--- config.mk ---
export PLATFORM = sky130hd
export DESIGN_NAME = stress_vote_window
export DESIGN_NICKNAME = d
export VERILOG_FILES = /design/src/rtl/stress_vote_window.sv
export SDC_FILE = /design/constraint.sdc
export NUM_CORES = 1
export LEC_CHECK = 0
export ABC_AREA = 1
export CAP_MARGIN = 10
export CORE_MARGIN = 5
export CORE_UTILIZATION = 53
export CTS_CLUSTER_DIAMETER = 30
export DETAILED_ROUTE_END_ITERATION = 8
export GPL_TIMING_DRIVEN = 0
export PLACE_DENSITY = 0.78
export SLEW_MARGIN = 0
export SYNTH_ARGS = -nofsm -noshare
export SYNTH_HDL_FRONTEND = slang
export SYNTH_SLANG_ARGS = --single-unit
--- constraint.sdc ---
create_clock -name CLK -period 2.1 [get_ports CLK]
set_clock_uncertainty 0.2 [all_clocks]
set_input_delay 0.42 -clock CLK [delete_from_list [all_inputs] [get_ports CLK]]
set_output_delay 0.42 -clock CLK [all_outputs]
set_load 0.05 [all_outputs]
--- src/rtl/stress_vote_window.sv ---
// Sliding-window majority vote over SVM classifications with hysteresis.
// Each accepted sample is evaluated one edge after it updates the window counts.
module stress_vote_window #(
   parameter int WIN_LEN = 8,
   parameter int THRESH  = 5,
   parameter int RELEASE = 3,
   parameter int CW      = 7
) (
   input  logic          CLK,
   input  logic          RESET,
   input  logic          sample_classification,
   input  logic          classify_sample_done,
   input  logic          clear,
   output logic          stress_flag,
   output logic          stress_onset,
   output logic          vote_valid,
   output logic [CW-1:0] ones_count,
   output logic [CW-1:0] fill_count,
   output logic          window_full
);

   // state   | meaning
   // FILL_ST | window not yet full, accepted samples are not voted on
   // RUN_ST  | window full, every accepted sample produces a vote
   typedef enum logic {FILL_ST, RUN_ST} state_t;

   localparam logic [CW-1:0] WIN_CNT  = CW'(WIN_LEN);
   localparam logic [CW-1:0] LAST_CNT = CW'(WIN_LEN - 1);
   localparam logic [CW-1:0] THR_CNT  = CW'(THRESH);
   localparam logic [CW-1:0] REL_CNT  = CW'(RELEASE);

   state_t               state_q, state_d;
   logic [WIN_LEN-1:0]   window_q, window_d;
   logic [CW-1:0]        ones_q, ones_d;
   logic [CW-1:0]        fill_q, fill_d;
   logic                 pend_q, pend_d;
   logic                 flag_q, flag_d;
   logic                 onset_q, onset_d;
   logic                 vote_q, vote_d;
   logic [CW-1:0]        new_bit, old_bit;

   assign new_bit = {{(CW-1){1'b0}}, sample_classification};
   assign old_bit = {{(CW-1){1'b0}}, window_q[WIN_LEN-1]};

   always_comb begin
      state_d  = state_q;
      window_d = window_q;
      ones_d   = ones_q;
      fill_d   = fill_q;
      flag_d   = flag_q;
      pend_d   = 1'b0;
      onset_d  = 1'b0;
      vote_d   = 1'b0;
      if (clear) begin
         state_d  = FILL_ST;
         window_d = '0;
         ones_d   = '0;
         fill_d   = '0;
         flag_d   = 1'b0;
      end else begin
         // ones_q already reflects the pending sample; a newer sample may update it this same edge
         if (pend_q && (state_q == RUN_ST)) begin
            vote_d = 1'b1;
            if (!flag_q && (ones_q >= THR_CNT)) begin
               flag_d  = 1'b1;
               onset_d = 1'b1;
            end else if (flag_q && (ones_q <= REL_CNT)) begin
               flag_d = 1'b0;
            end
         end
         if (classify_sample_done) begin
            window_d = {window_q[WIN_LEN-2:0], sample_classification};
            pend_d   = 1'b1;
            if (fill_q == WIN_CNT) begin
               ones_d = ones_q + new_bit - old_bit;
            end else begin
               ones_d = ones_q + new_bit;
               fill_d = fill_q + 1'b1;
               if (fill_q == LAST_CNT) state_d = RUN_ST;
            end
         end
      end
   end

   always_ff @(posedge CLK or posedge RESET) begin
      if (RESET) begin
         state_q  <= FILL_ST;
         window_q <= '0;
         ones_q   <= '0;
         fill_q   <= '0;
         pend_q   <= 1'b0;
         flag_q   <= 1'b0;
         onset_q  <= 1'b0;
         vote_q   <= 1'b0;
      end else begin
         state_q  <= state_d;
         window_q <= window_d;
         ones_q   <= ones_d;
         fill_q   <= fill_d;
         pend_q   <= pend_d;
         flag_q   <= flag_d;
         onset_q  <= onset_d;
         vote_q   <= vote_d;
      end
   end

   assign stress_flag  = flag_q;
   assign stress_onset = onset_q;
   assign vote_valid   = vote_q;
   assign ones_count   = ones_q;
   assign fill_count   = fill_q;
   assign window_full  = (fill_q == WIN_CNT);

endmodule

==> metrics.md <==
| Metric | Value |
|---|---|
| VDD IR-drop max | 0.000457 V |
| Lkg Pwr | 0.958 nW |
| Pwr Density | 487 nW/um^2 |
| Fin cells | 255 |
| Crit path DAT | 1.45 ns |
| Synth area leader | dfrtp_1 |
| IO buf count | 21 |
| Final Hold Viols | 0 |
| Largest buffer count on any clock path | 2 |
| Area after DPL | 1800 um^2 |
| Io pins | 23 |
| FMAX | 484 MHz |
| Hold WC Path Type | in2reg |
| Initial drt markers | 58 |
| Total gr overflow | 0 |
| EDFF count, synth | 0 |
| N_diodes | 0 |
| Required @ worst endpoint | 1.48 ns |
| Syn. warnings | 0 |
| Final net count | 237 |
| Final WL | 3250 um |
| Die Wd | 64.0 um |
| Commonest non-fill, non-tap cell in the layout | nand2_1 |
| Seq cells post-synth | 27 |
| Post-CTS Hold Buffers | 0 |
| H-tree levels | 1 |
| CP max FO | 5 |
| HP Start | clear |
| Top cells by area, synth | dfrtp_1 (44%), nand2_1 (10%), inv_1 (8.8%) |
| Number of global-route vias before repair | 1358 |
| Outcome | completed |
| Pin count of the biggest net entering global routing | 28 |
| Final slew viol count | 0 |
| Critical path type | reg2out |
| Overall Global Routing Usage | 0.170 |
| Final setup fails | 0 |
| Initial antenna violation count | 0 |
| Final Cycle Share | 0.984 |
| Worst skew pair latency | 0.35 ns |
| Mapped Cells | 194 |
| Core box area | 2780 um^2 |
| Cell Rows | 19 |
| Overall power | 913 uW |
| Vias after detailed routing | 1317 |
| DR WL/cell | 12.8 um |
| Initial Utilization | 0.555 |
| Slew headroom | 0.340 |
| First-pass GRT wire length | 5640 um |
| CTS buffer count | 3 |
| Max cap viols | 0 |
| Critical path launch point | fill_count[0] |
| RSZ-0062 raised after global routing | yes |
| Core Util, Final | 0.674 |
| CP endpoint kind | output pin |
| Setup TNS | 0 ns |
| Sequential share of the synthesized area | 0.438 |
| Placed insts | 246 |
| CTS clk-pin slew, worst paths | 0.16 ns |
| DIE AREA | 4090 um^2 |
| Slew @ Worst Pin | 0.989 ns |
| Hpwl dp | 2360 um |
| Final min period | 2.07 ns |
| Synth Area per Inst | 7.96 um^2 |
| Worst setup SP type | register |
| Fin Hold WS | 0.0710 ns |
| Layout cells sized above 1 | 0.152 |
| Cell Area, Synth | 1540 um^2 |
| Setup ws final | 0.0336 ns |
| Routability-driven placement congestion ratio | 0.932 |
| CTS tree | yes |
| DIE HEIGHT | 64.0 um |
| Synth unique cells | 27 |
| Most frequent cells in the layout | nand2_1 (43), inv_1 (34), dfrtp_1 (25) |
| Via density | 5.16 |
| Setup WS pre-CTS | -0.416 ns |
| Syn-to-layout area delta | 21.4% |
| Clock Tree Root | clkbuf_4 |
| Syn_nets | 206 |
| Antenna Nets Post-Route | 0 |
| Top cell type's share of synthesized area | 0.438 |
| DRC viols | 0 |
| Async SR Flop Fraction | 1.00 |
| Post-route cell area | 1870 um^2 |
| Reg-to-Reg Start | ones_count[0] |
| Drt first pass iters | 6 |
| Ys flop type | dfrtp_1 |
| Clk sinks | 27 |
logic make-up (layout without fill, tap and decap cells):
| family | Yosys count | in the layout | synth area share |
|---|---|---|---|
| adders and majority gates | 7 | 7 | 0.0567 |
| AOI/OAI and AO/OA | 30 | 30 | 0.106 |
| DFF | 27 | 27 | 0.438 |
| and+or+nand+nor | 85 | 85 | 0.267 |
| buffers and inverters | 41 | 71 | 0.110 |
| xor gates and xnor gates | 4 | 4 | 0.0227 |
cells in the mapped netlist (2+ instances only):
cell and count:
a21oi_1 5, dfrtp_1 27, ha_1 7, inv_1 36
inv_2 2, nand2_1 43, nand2_2 2, nand3_1 12
nand3_2 2, nand4_1 4, nor2_1 15, nor3_1 2
o21ai_0 14, o21ai_1 3, o22ai_1 6, xor2_1 3
registers in the layout (all words and copies together) (netlist names):
| signal | count |
|---|---|
| fill_count | 7 |
| ones_count | 7 |
| pend_q | 1 |
| state_q | 1 |
| stress_flag | 1 |
| stress_onset | 1 |
| vote_valid | 1 |
| window_q | 8 |
routing by layer:
layer	vias to the layer above	wire (um)	global-route usage
met5	-	0	0
met2	28	1620	0.295
li1	673	-	-
met3	3	117	0.0298
met4	0	39	0.0727
met1	613	1480	0.204
critical path: stages (launching register included):
cell and delay (ns):
dfrtp_2 0.47, inv_4 0.09, ha_4 0.13, nand3_4 0.09, nor2_8 0.16, buf_8 0.16
power breakdown:
group          internal, mW  leakage (nW)  switching (mW)  total (mW)
clock network        0.0734        0.0139           0.174       0.248
registers             0.531         0.370          0.0105       0.542
logic                0.0388         0.575          0.0847       0.124
total                 0.643         0.958           0.270       0.913
area by class of cell:
cell class,count,area [um^2]
timing repair buffer,26,234
tap,31,38.8
clock buffer,3,22.5
sequential,27,678
inverter,39,154
multi-input combinational,126,721
buffer,2,18.8
fill,243,907
clock inverter,1,7.51
what timing repair did:
item	in CTS	in global routing
resized for setup	25	10
setup endpoints to repair	21	5
endpoints found under the hold margin	0	0
pin swaps	1	2
cloned	0	0
setup buffers	1	4
worst paths after layout:
path / to / cells past startpoint / slack, ns
worst max register to register: ones_count[2] / 8 / 0.10
worst max-delay path: window_full / 5 / 0.03
max in group asynchronous: ones_count[0] / 2 / 0.67
worst min-delay path: state_q / 2 / 0.07
worst min register to register: window_q[7] / 2 / 0.33
min in group asynchronous: window_q[2] / 2 / 0.38
(Power assumes the default switching activity.)
